$ cat src/rtl/zeus_rpc_pkg.sv
// Shared constants, byte-order helpers and FSM state type for the TX encapsulation path.
// ZEUS_TX_VLAN_EN selects the 802.1Q-tagged header size.
package zeus_rpc_pkg;

  localparam logic [15:0] ETHTYPE_IP      = 16'h0800;
  localparam logic [15:0] ETHTYPE_VLAN    = 16'h8100;
  localparam logic [3:0]  IP_VERSION_IPV4 = 4'd4;
  localparam logic [3:0]  IP_IHL_WORDS    = 4'd5;
  localparam logic [7:0]  IPPROTO_UDP     = 8'd17;

  localparam int ETH_HEADER_BYTES  = 14;
  localparam int VLAN_HEADER_BYTES = 4;
  localparam int IP_HEADER_BYTES   = 20;
  localparam int UDP_HEADER_BYTES  = 8;
`ifdef ZEUS_TX_VLAN_EN
  localparam int TX_HEADER_BYTES = ETH_HEADER_BYTES + VLAN_HEADER_BYTES + IP_HEADER_BYTES + UDP_HEADER_BYTES;
`else
  localparam int TX_HEADER_BYTES = ETH_HEADER_BYTES + IP_HEADER_BYTES + UDP_HEADER_BYTES;
`endif

  typedef enum logic [1:0] {HEAD, BODY, TAIL, DROP} tx_encap_state_t;

  // Network fields are big-endian while stream byte 0 sits in the LSBs.
  function automatic logic [15:0] swap_bytes_2(input logic [15:0] v);
    return {v[7:0], v[15:8]};
  endfunction

  function automatic logic [31:0] swap_bytes_4(input logic [31:0] v);
    return {v[7:0], v[15:8], v[23:16], v[31:24]};
  endfunction

  function automatic logic [47:0] swap_bytes_6(input logic [47:0] v);
    return {v[7:0], v[15:8], v[23:16], v[31:24], v[39:32], v[47:40]};
  endfunction

  function automatic logic [15:0] ones_add16(input logic [15:0] a, input logic [15:0] b);
    logic [16:0] s;
    s = {1'b0, a} + {1'b0, b};
    return s[15:0] + {15'b0, s[16]};
  endfunction

endpackage

$ cat src/rtl/ip_hdr_checksum.sv
// Combinational IPv4 header checksum over a 160-bit header (checksum field zeroed).
module ip_hdr_checksum
  import zeus_rpc_pkg::*;
(
  input  logic [159:0] hdr_i,
  output logic [15:0]  csum_o
);

  logic [19:0] sum;

  always_comb begin
    sum = '0;
    for (int i = 0; i < 10; i++) begin
      sum = sum + {4'b0, hdr_i[16*i +: 16]};
    end
  end

  // Ten words carry at most 4 bits; one end-around add absorbs them completely.
  assign csum_o = ~ones_add16(sum[15:0], {12'b0, sum[19:16]});

endmodule

$ cat src/rtl/tx_udp_encap.sv
// Prepends Ethernet/IPv4/UDP headers to payload packets and drops lookup misses.
// Define ZEUS_TX_VLAN_EN to insert an 802.1Q tag (adds my_config_vlanTci).
module tx_udp_encap
  import zeus_rpc_pkg::*;
#(
  parameter int         DATA_WIDTH   = 512,
  parameter logic [5:0] IP_UDP_DSCP  = 6'd0,
  parameter logic [1:0] IP_UDP_ECN   = 2'd0,
  parameter logic [2:0] IP_UDP_FLAGS = 3'd2,
  parameter logic [7:0] IP_UDP_TTL   = 8'd64,
  parameter int         DROP_CNT_W   = 32
) (
  input  logic                    tx_axis_aclk,
  input  logic                    tx_axis_areset,
  input  logic [31:0]             my_config_ipAddr,
  input  logic [47:0]             my_config_macAddr,
  input  logic [15:0]             my_config_udpPort,
`ifdef ZEUS_TX_VLAN_EN
  input  logic [15:0]             my_config_vlanTci,
`endif
  input  logic [DATA_WIDTH-1:0]   packet_fifo_tdata,
  input  logic [DATA_WIDTH/8-1:0] packet_fifo_tkeep,
  input  logic                    packet_fifo_tlast,
  input  logic                    packet_fifo_tvalid,
  output logic                    packet_fifo_tready,
  input  logic [96:0]             connection_fifo_tdata,
  input  logic                    connection_fifo_tvalid,
  output logic                    connection_fifo_tready,
  input  logic [15:0]             payload_length_fifo_tdata,
  input  logic                    payload_length_fifo_tvalid,
  output logic                    payload_length_fifo_tready,
  output logic [DATA_WIDTH-1:0]   m_axis_tdata,
  output logic [DATA_WIDTH/8-1:0] m_axis_tkeep,
  output logic                    m_axis_tlast,
  output logic                    m_axis_tvalid,
  input  logic                    m_axis_tready,
  output logic [DROP_CNT_W-1:0]   stat_drop_count,
  output logic [1:0]              dbg_state_o
);

  localparam int BYTES = DATA_WIDTH / 8;
  localparam int H     = TX_HEADER_BYTES;
  localparam int HB    = 8 * H;
  localparam int PB    = BYTES - H;

  // Handshake: a transfer happens on a rising edge where valid and ready are both high;
  // the output beat stays frozen while m_axis_tvalid is high and m_axis_tready is low.
  tx_encap_state_t        state_q, state_d, after_beat;
  logic                   tvalid_q, tvalid_d, tlast_q, tlast_d;
  logic [DATA_WIDTH-1:0]  tdata_q, tdata_d;
  logic [BYTES-1:0]       tkeep_q, tkeep_d;
  logic [HB-1:0]          carry_q, carry_d;
  logic [H-1:0]           tail_keep_q, tail_keep_d;
  logic [15:0]            ip_id_q, ip_id_d;
  logic [DROP_CNT_W-1:0]  drop_cnt_q, drop_cnt_d;

  logic        conn_hit;
  logic [47:0] dst_mac;
  logic [15:0] dst_port;
  logic [31:0] dst_ip;
  assign {conn_hit, dst_mac, dst_port, dst_ip} = connection_fifo_tdata;

  logic [15:0]  ip_total_len, udp_len, ip_flags_frag, ip_csum;
  logic [7:0]   ip_tos;
  logic [159:0] ip_hdr;
  logic [223:0] l3l4_hdr;
  logic [HB-1:0] hdr;

  assign ip_total_len  = payload_length_fifo_tdata + 16'd28;
  assign udp_len       = payload_length_fifo_tdata + 16'd8;
  assign ip_tos        = {IP_UDP_DSCP, IP_UDP_ECN};
  assign ip_flags_frag = {IP_UDP_FLAGS, 13'd0};
  assign ip_hdr = {IP_VERSION_IPV4, IP_IHL_WORDS, ip_tos, ip_total_len, ip_id_q, ip_flags_frag,
                   IP_UDP_TTL, IPPROTO_UDP, 16'h0000, my_config_ipAddr, dst_ip};

  ip_hdr_checksum u_csum (
    .hdr_i  (ip_hdr),
    .csum_o (ip_csum)
  );

  // Fields listed last-on-wire first so byte 0 lands in the LSBs.
  assign l3l4_hdr = {16'h0000, swap_bytes_2(udp_len), swap_bytes_2(dst_port),
                     swap_bytes_2(my_config_udpPort), swap_bytes_4(dst_ip),
                     swap_bytes_4(my_config_ipAddr), swap_bytes_2(ip_csum), IPPROTO_UDP,
                     IP_UDP_TTL, swap_bytes_2(ip_flags_frag), swap_bytes_2(ip_id_q),
                     swap_bytes_2(ip_total_len), ip_tos, IP_VERSION_IPV4, IP_IHL_WORDS};
`ifdef ZEUS_TX_VLAN_EN
  assign hdr = {l3l4_hdr, swap_bytes_2(ETHTYPE_IP), swap_bytes_2(my_config_vlanTci),
                swap_bytes_2(ETHTYPE_VLAN), swap_bytes_6(my_config_macAddr), swap_bytes_6(dst_mac)};
`else
  assign hdr = {l3l4_hdr, swap_bytes_2(ETHTYPE_IP), swap_bytes_6(my_config_macAddr),
                swap_bytes_6(dst_mac)};
`endif

  logic adv, all_valid, meta_pop, pkt_fire, emit_beat, beat_fits;
  logic [HB-1:0] beat_lo;

  assign adv       = !tvalid_q || m_axis_tready;
  assign all_valid = packet_fifo_tvalid && connection_fifo_tvalid && payload_length_fifo_tvalid;
  // Misses are swallowed without waiting on the output side.
  assign meta_pop  = !tx_axis_areset && (state_q == HEAD) && all_valid && (adv || !conn_hit);
  assign connection_fifo_tready     = meta_pop;
  assign payload_length_fifo_tready = meta_pop;
  assign packet_fifo_tready = meta_pop ||
                              (!tx_axis_areset && (((state_q == BODY) && adv) || (state_q == DROP)));
  assign pkt_fire  = packet_fifo_tvalid && packet_fifo_tready;
  assign emit_beat = pkt_fire && ((state_q == BODY) || ((state_q == HEAD) && conn_hit));
  // tkeep is contiguous, so "N <= PB" is simply "byte PB not kept".
  assign beat_fits = packet_fifo_tlast && !packet_fifo_tkeep[PB];
  assign beat_lo   = (state_q == HEAD) ? hdr : carry_q;

  always_comb begin
    state_d     = state_q;
    tvalid_d    = tvalid_q;
    tlast_d     = tlast_q;
    tdata_d     = tdata_q;
    tkeep_d     = tkeep_q;
    carry_d     = carry_q;
    tail_keep_d = tail_keep_q;
    ip_id_d     = ip_id_q;
    drop_cnt_d  = drop_cnt_q;
    after_beat  = beat_fits ? HEAD : (packet_fifo_tlast ? TAIL : BODY);
    if (adv) begin
      tvalid_d = 1'b0;
      tlast_d  = 1'b0;
    end
    case (state_q)
      HEAD: begin
        if (meta_pop && conn_hit) begin
          ip_id_d = ip_id_q + 16'd1;
          state_d = after_beat;
        end else if (meta_pop) begin
          if (drop_cnt_q != '1) drop_cnt_d = drop_cnt_q + {{(DROP_CNT_W-1){1'b0}}, 1'b1};
          state_d = packet_fifo_tlast ? HEAD : DROP;
        end
      end
      BODY: if (pkt_fire) state_d = after_beat;
      TAIL: begin
        if (adv) begin
          tvalid_d = 1'b1;
          tlast_d  = 1'b1;
          tdata_d  = {{(DATA_WIDTH-HB){1'b0}}, carry_q};
          tkeep_d  = {{PB{1'b0}}, tail_keep_q};
          state_d  = HEAD;
        end
      end
      DROP: if (pkt_fire && packet_fifo_tlast) state_d = HEAD;
      default: state_d = HEAD;
    endcase
    if (emit_beat) begin
      tvalid_d    = 1'b1;
      tlast_d     = beat_fits;
      tdata_d     = {packet_fifo_tdata[DATA_WIDTH-HB-1:0], beat_lo};
      tkeep_d     = beat_fits ? {packet_fifo_tkeep[PB-1:0], {H{1'b1}}} : '1;
      carry_d     = packet_fifo_tdata[DATA_WIDTH-1 -: HB];
      tail_keep_d = packet_fifo_tkeep[BYTES-1 -: H];
    end
  end

  always_ff @(posedge tx_axis_aclk) begin
    if (tx_axis_areset) begin
      state_q     <= HEAD;
      tvalid_q    <= 1'b0;
      tlast_q     <= 1'b0;
      tdata_q     <= '0;
      tkeep_q     <= '0;
      carry_q     <= '0;
      tail_keep_q <= '0;
      ip_id_q     <= '0;
      drop_cnt_q  <= '0;
    end else begin
      state_q     <= state_d;
      tvalid_q    <= tvalid_d;
      tlast_q     <= tlast_d;
      tdata_q     <= tdata_d;
      tkeep_q     <= tkeep_d;
      carry_q     <= carry_d;
      tail_keep_q <= tail_keep_d;
      ip_id_q     <= ip_id_d;
      drop_cnt_q  <= drop_cnt_d;
    end
  end

  assign m_axis_tdata    = tdata_q;
  assign m_axis_tkeep    = tkeep_q;
  assign m_axis_tlast    = tlast_q;
  assign m_axis_tvalid   = tvalid_q;
  assign stat_drop_count = drop_cnt_q;
  assign dbg_state_o     = state_q;

endmodule

$ cat config.mk
export PLATFORM = sky130hd
export DESIGN_NAME = tx_udp_encap
export DESIGN_NICKNAME = d
export VERILOG_FILES = /design/src/rtl/zeus_rpc_pkg.sv /design/src/rtl/ip_hdr_checksum.sv /design/src/rtl/tx_udp_encap.sv
export SDC_FILE = /design/constraint.sdc
export NUM_CORES = 2
export LEC_CHECK = 0
export BUFFER_PORTS_ARGS = -buffer_cell sky130_fd_sc_hd__buf_2
export CELL_PAD_IN_SITES_DETAIL_PLACEMENT = 1
export CELL_PAD_IN_SITES_GLOBAL_PLACEMENT = 2
export CORE_AREA = 5 5 543 545
export CTS_CLUSTER_DIAMETER = 60
export DETAILED_ROUTE_END_ITERATION = 10
export DIE_AREA = 0 0 548 550
export GPL_TIMING_DRIVEN = 0
export PLACE_DENSITY = 0.45
export SETUP_SLACK_MARGIN = 0.05
export SLEW_MARGIN = 10
export SYNTH_ARGS = -nofsm -noshare
export SYNTH_HDL_FRONTEND = slang
export SYNTH_HIERARCHICAL = 1
export SYNTH_SLANG_ARGS = --single-unit
export TNS_END_PERCENT = 50
$ cat constraint.sdc
create_clock -name tx_axis_aclk -period 26.1 [get_ports tx_axis_aclk]
set_input_delay 1.305 -clock tx_axis_aclk [delete_from_list [all_inputs] [get_ports tx_axis_aclk]]
set_output_delay 1.305 -clock tx_axis_aclk [all_outputs]
set_load 0.02 [all_outputs]
* After elaboration in Yosys (flattened, before gate mapping)
Cells that the tools add are included.
** Storage, ports and cells
- Bits in registers :: 1006
- Input bits :: 792
- Output and inout bits :: 615
- Word-level logic and storage cells :: 87
** Cells by class
- $add $sub $neg :: 14
- Equal/unequal tests :: 8
- Mux-type cells :: 25
- Bitwise gates (word level) :: 2
- Reductions and logical operators :: 29
** Operator list (number)
- $mux 512 :: 3
- $mux 336 :: 1
- $mux 64 :: 4
- $add 20x16->20 :: 4
- $add 20x15->20 const B :: 3
- $add 32x1->32 const B :: 1
- $ne 32x32->1 const B :: 1
- $add 16x16->17 :: 1
- $add 16x4->17 :: 1
- $add 16x1->16 :: 1
- $add 16x1->16 const B :: 1
- $add 16x4->16 const B :: 1
- $add 16x5->16 const B :: 1
- $mux 2 :: 8
- $not 16->16 :: 1
- $logic_and 1x1->1 :: 13
- $mux 1 :: 8
- $pmux 2 s4 :: 1
- $reduce_and 4->1 :: 2
- $logic_or 1x1->1 :: 5
- $eq 2x2->1 const B :: 2
- $logic_not 1->1 :: 4
- $ne 2x2->1 const B :: 2
- $reduce_and 2->1 :: 2
- 6 further kinds :: 7

* Logic depth before layout (Yosys ltp)
- Word-level depth :: 13
- Mapped depth :: 39
- Gate-level depth less buffers :: 39

* Hierarchy
The synthesis kept the hierarchy.
** By module, submodules not included
- tx_udp_encap :: instances 1, cells an instance 4810, area an instance 37654.9 um^2, seq. area each 20139.3 um^2
- ip_hdr_checksum :: instances 1, cells an instance 503, area an instance 4832.1 um^2, seq. area each 0.0 um^2

* Worst setup path before layout
No wires, ideal clock.
- Path kind :: input port to flip-flop
- Start point :: input payload_length_fifo_tdata[5]
- End point :: register tdata_q[196] (netlist: m_axis_tdata[196])
- Setup time :: 132 ps
- Arrival time :: 9924 ps
- Required time :: 25968 ps
- Slack :: 16044 ps
- Stages :: 37
- Path buffers :: 2
- Cells stage by stage :: clkbuf_1 -> nand3_1 -> nor2_1 -> xor2_1 -> fa_1 -> fa_1 -> fa_1 -> fa_1 -> inv_1 -> fa_1 -> inv_1 -> ha_1 -> buf_2 -> a21oi_1 -> o21ai_0 -> a2111oi_1 -> o31ai_1 -> a21oi_1 -> o21bai_1 -> a21oi_1 -> xnor2_1 -> inv_1 -> fa_1 -> nor2b_1 -> o21ai_0 -> a211oi_2 -> nand4_2 -> nor3_1 -> ha_1 -> ha_1 -> nand3_1 -> or3_1 -> a2111oi_0 -> o21ai_1 -> xor2_1 -> a22oi_1 -> a21oi_1
** On the way
- Longest elaborated chain between the ends :: 8
** RTL lines
- start: declaration :: RTL line tx_udp_encap.sv:29 : input logic [15:0] payload_length_fifo_tdata,
- $add 16x5->16 :: RTL line tx_udp_encap.sv:69 : assign ip_total_len = payload_length_fifo_tdata + 16'd28;
- net ip_total_len[8] :: RTL line tx_udp_encap.sv:63 : logic [15:0] ip_total_len, udp_len, ip_flags_frag, ip_csum;
- $add 20x16->20 :: RTL line ip_hdr_checksum.sv:14 : sum = sum + {4'b0, hdr_i[16*i +: 16]};
- $add 20x15->20 :: RTL line ip_hdr_checksum.sv:14
- $add 16x4->17 :: RTL line zeus_rpc_pkg.sv:38 : s = {1'b0, a} + {1'b0, b};
- $add 16x1->16 :: RTL line zeus_rpc_pkg.sv:39 : return s[15:0] + {15'b0, s[16]};
- $not 16->16 :: RTL line ip_hdr_checksum.sv:19 : assign csum_o = ~ones_add16(sum[15:0], {12'b0, sum[19:16]});
- net ip_csum[12] :: RTL line tx_udp_encap.sv:63
- $mux 336 :: RTL line tx_udp_encap.sv:110 : assign beat_lo = (state_q == HEAD) ? hdr : carry_q;
- $mux 512 :: RTL line tx_udp_encap.sv:150 : if (emit_beat) begin
- end signal: assignment :: RTL line tx_udp_encap.sv:175 : tdata_q <= tdata_d;
- end: declaration :: RTL line tx_udp_encap.sv:50 : logic [DATA_WIDTH-1:0] tdata_q, tdata_d;
The timed path passes the listed nets, and every way through them passes these cells.
A chain may end at the register's enable or synchronous reset.

* Worst setup path in the final report
- Start point :: input payload_length_fifo_tdata[2]
- End point :: register tdata_q[196] (netlist: m_axis_tdata[196])
Same word-level chain as after synthesis.

==> tab_implementation.tex <==
\begin{tabular}{lr}
\hline
Metric & Value \\
\hline
\multicolumn{2}{l}{\textbf{Power and ir drop}} \\
Portion of total power attributed to sequential cells & 0.259 \\
Proportion of total power due to net switching & 0.378 \\
Share of power burned in the clock network & 0.366 \\
Power per unit of standard cell area & 100 nW/um\^{}2 \\
Sw Pwr & 2.29 mW \\
Combinational group share of total power & 0.374 \\
Static power due to leakage & 23.6 nW \\
Design internal power & 3.77 mW \\
Maximum vdd drop & 0.000116 V \\
\multicolumn{2}{l}{\textbf{CTS}} \\
Post CTS Setup Buffer Count & 0 \\
Clock tree from TritonCTS & yes \\
Number of clock buffers inserted by TritonCTS & 162 \\
Register clock-pin slew on the reported worst setup and hold paths & 0.06 ns \\
Root buf cell & clkbuf\_16 \\
H-tree lvl count & 4 \\
Post-CTS resize count & 0 \\
Clk buf depth & 4 \\
Number of sinks on the clock net & 1006 \\
Later-pin clock latency in the skew report & 0.85 ns \\
Cts-stage hold buffer count & 0 \\
\multicolumn{2}{l}{\textbf{Timing}} \\
Final number of setup-violating endpoints & 0 \\
Max-Slew Margin vs Limit & 0.166 \\
Share of the cycle needed by the critical path after routing & 0.450 \\
Crit path time final & 11.74 ns \\
Worst Clk Skew & 0.0576 ns \\
Worst hold slack & 0.420 ns \\
Number of pins exceeding their max-slew limit in the final report & 0 \\
Number of hold violations in the final report & 0 \\
Sum of negative setup slack & 0 ns \\
Slew at the pin closest to its max-slew limit & 1.25 ns \\
RSZ-0062 raised after global routing & no \\
Fmax & 85.2 MHz \\
\multicolumn{2}{l}{\textbf{Final layout}} \\
Non-filler cells in the finished layout & 10900 \\
Final net count & 7909 \\
Sequential cell area & 20100 um\^{}2 \\
Area of the multi-input gates & 20200 um\^{}2 \\
Final standard cell area without fillers & 60300 um\^{}2 \\
Ratio of cells with drive above 1 in the final layout & 0.259 \\
Final core utilization & 0.208 \\
Number of filler instances in the final layout & 34800 \\
Synth-to-layout area growth & 41.9\% \\
\multicolumn{2}{l}{\textbf{Worst setup path}} \\
Max Fanout on Critical Path & 8 \\
Register-to-Register Path Depth & 33 \\
Data arrival time of the critical path & 12.39 ns \\
CP top delay family & adder cells \\
Most used cell, CP & fa\_1 \\
Max incr delay on CP & 0.57 ns \\
Required time worst endpoint & 26.74 ns \\
Category of the worst setup path capture point & flip-flop \\
Worst setup endpoint & m\_axis\_tdata[196]\$\_SDFFE\_PP0P\_ \\
Type of origin of the critical path & input pin \\
Buffers and inverters on the worst path & 6 \\
Register-to-register setup slack & 16.05 ns \\
CP Class & in2reg \\
Count of cell instances traversed by the critical path & 39 \\
Crit. Startpoint & payload\_length\_fifo\_tdata[2] \\
Capture instance of the worst register-to-register path & m\_axis\_tdata[196]\$\_SDFFE\_PP0P\_ \\
Slowest cell on the critical path & a2111oi\_1 \\
Source of the worst register-to-register timing path & ip\_id\_q[8]\$\_SDFFE\_PP0P\_ \\
\multicolumn{2}{l}{\textbf{Synthesis}} \\
Count of synthesis-stage warnings from yosys & 6 \\
Number of enable flip-flop cells after synthesis & 0 \\
Dominant cells by area after synthesis & dfxtp\_1, nand2\_1, a21oi\_1 \\
Biggest area consumer among synthesized cells & dfxtp\_1 \\
Netlist area before placement & 42500 um\^{}2 \\
Number of library cell types mapped by synthesis & 82 \\
Post-synthesis average cell area & 8.00 um\^{}2 \\
Main flop type after synthesis & dfxtp\_1 \\
Share of Yosys cell area claimed by the top area cell type & 0.474 \\
Syn Inst Count & 5313 \\
Share of flip-flops with an asynchronous set or reset after synthesis & 0 \\
Top cell types by occurrence after synthesis & nand2\_1, dfxtp\_1, a21oi\_1, clkbuf\_1, a31oi\_1 \\
Most frequently used cell type in the post-synthesis netlist & nand2\_1 \\
Share of the yosys chip area belonging to registers & 0.474 \\
Flop and latch count out of synthesis & 1006 \\
\multicolumn{2}{l}{\textbf{Global routing}} \\
Met1 Usage GRT & 0.239 \\
Layer with the highest usage after global routing & met2 \\
Largest net degree at the start of global routing & 13 \\
Number of antenna violations at the first check in global routing & 255 \\
Met2 usage & 0.347 \\
Met3 capacity usage during global routing & 0.0716 \\
Grt total ovfl & 0 \\
GRT Total Usage & 0.201 \\
Vias in the first global route & 47800 \\
Wire length of the first global-routing pass & 421000 um \\
\multicolumn{2}{l}{\textbf{Placement}} \\
Dpl hpwl & 264000 um \\
IO buf count & 1401 \\
Gpl congestion & 0.874 \\
Number of placed instances with taps included & 10600 \\
Total cell area at the placement stage & 54800 um\^{}2 \\
\multicolumn{2}{l}{\textbf{Detailed routing}} \\
Drt wl/cell & 28.9 um \\
DRC violations left & 0 \\
Drt via density & 4.19 \\
Antenna viol nets, final & 0 \\
Total number of vias & 45800 \\
Final Routed Wirelength & 316000 um \\
Number of detailed-routing iterations run before antenna repair & 5 \\
DRC marker count from the first detailed-route iteration & 2517 \\
\multicolumn{2}{l}{\textbf{Worst hold path}} \\
Min-Delay Path Class & reg2reg \\
\multicolumn{2}{l}{\textbf{Die}} \\
Core region area & 290000 um\^{}2 \\
Row count & 198 \\
Die outline area & 301000 um\^{}2 \\
Top Ports & 1407 \\
Die boundary width & 548 um \\
Die span in y & 550 um \\
Initial core utilization & 0.147 \\
\multicolumn{2}{l}{\textbf{Run}} \\
Number of maximum-capacitance violations & 0 \\
\multicolumn{2}{l}{\textbf{Outcome}} \\
Run status & finished, final reports clean \\
\hline
\end{tabular}
[per-stage QoR]
step | setup slack [ns] | total power [mW]
after detailed placement | 13.55 | 3.91
after global routing | 13.60 | 6.47
after floorplan | 16.04 | 3.21
final | 14.36 | 6.06
after global placement | 13.58 | 3.89
after CTS | 14.42 | 6.19
[cells in the final DEF, fill, tap and decap left out, types with 11 or more instances in the layout]
master	instances
ha_1	39
a22oi_1	44
xnor2_1	39
dfxtp_1	1006
fa_1	126
inv_1	171
nand2_1	1680
a21oi_1	739
clkinvlp_4	13
clkbuf_1	286
nor3_1	63
clkbuf_8	21
nand4_1	24
o21ai_0	214
clkbuf_16	165
conb_1	64
clkbuf_2	25
diode_2	66
a311oi_1	11
buf_1	28
xor2_1	35
or3_1	23
bufinv_16	12
nor2_1	57
buf_2	1514
a31oi_1	252
nand3_1	202
clkinv_2	18
[sequential cells by signal, summed over array words and instances (netlist names), named ones only]
signal           count
carry_q            336
ip_id_q             16
stat_drop_count     32
m_axis_tvalid        1
m_axis_tkeep        64
m_axis_tdata       512
tail_keep_q         42
dbg_state_o          2
[final cells by class]
class,count,area share
diodes,66,0.00274
plain buffers,420,0.0293
clock buffers,221,0.0754
clock inverters,62,0.0134
inverters,171,0.0106
multi-input cells,3778,0.335
flip-flops and latches,1006,0.334
well taps,3800,0.0788
repair buffers,1413,0.121
[worst min path at each step]
stage                                               from                             end  cells after the start
after floorplan                carry_q[131]$_SDFFE_PP0P_       carry_q[131]$_SDFFE_PP0P_                      2
after global placement    m_axis_tdata[191]$_SDFFE_PP0P_  m_axis_tdata[191]$_SDFFE_PP0P_                      2
after detailed placement  m_axis_tdata[191]$_SDFFE_PP0P_  m_axis_tdata[191]$_SDFFE_PP0P_                      2
after CTS                      carry_q[106]$_SDFFE_PP0P_  m_axis_tdata[106]$_SDFFE_PP0P_                      2
after global routing           carry_q[106]$_SDFFE_PP0P_  m_axis_tdata[106]$_SDFFE_PP0P_                      2
final                          carry_q[106]$_SDFFE_PP0P_  m_axis_tdata[106]$_SDFFE_PP0P_                      2
[per-layer routing]
layer	part of all wire	wire length [um]
met3	0.090	28300
met5	0.0031	974
met1	0.40	127000
met4	0.027	8450
met2	0.48	151000
[worst register-to-register path: cells and delay by family (launching register included)]
kind                     cells  cell delay, ns
adder cells (fa/ha/maj)      9            3.69
AO/OA/AOI/OAI               13            3.57
AND/OR/NAND/NOR              5            1.34
flip-flops                   1            0.49
buffers and inverters        4            0.39
XOR/XNOR                     2            0.39
[power groups by stage]
stage	combinational, mW	clock (mW)	sequential (mW)
CTS	2.32	2.30	1.57
floorplan	1.59	0	1.62
global route	2.54	2.35	1.57
detailed placement	2.30	0	1.60
finish	2.27	2.22	1.57
global placement	2.29	0	1.60
[logic make-up (layout without fill, tap and decap cells)]
kind of cell / count (synthesis) / count (layout) / synth area share
and+or+nand+nor: 2135 / 2135 / 0.207
AOI/OAI and AO/OA: 1331 / 1331 / 0.174
DFF: 1006 / 1006 / 0.474
buffers and inverters: 591 / 2287 / 0.0560
adders and majority gates: 165 / 165 / 0.0709
xor gates and xnor gates: 75 / 75 / 0.0156
muxes: 8 / 8 / 0.00212
other: 2 / 130 / 0.000177
Power figures use the tool's default switching activity.
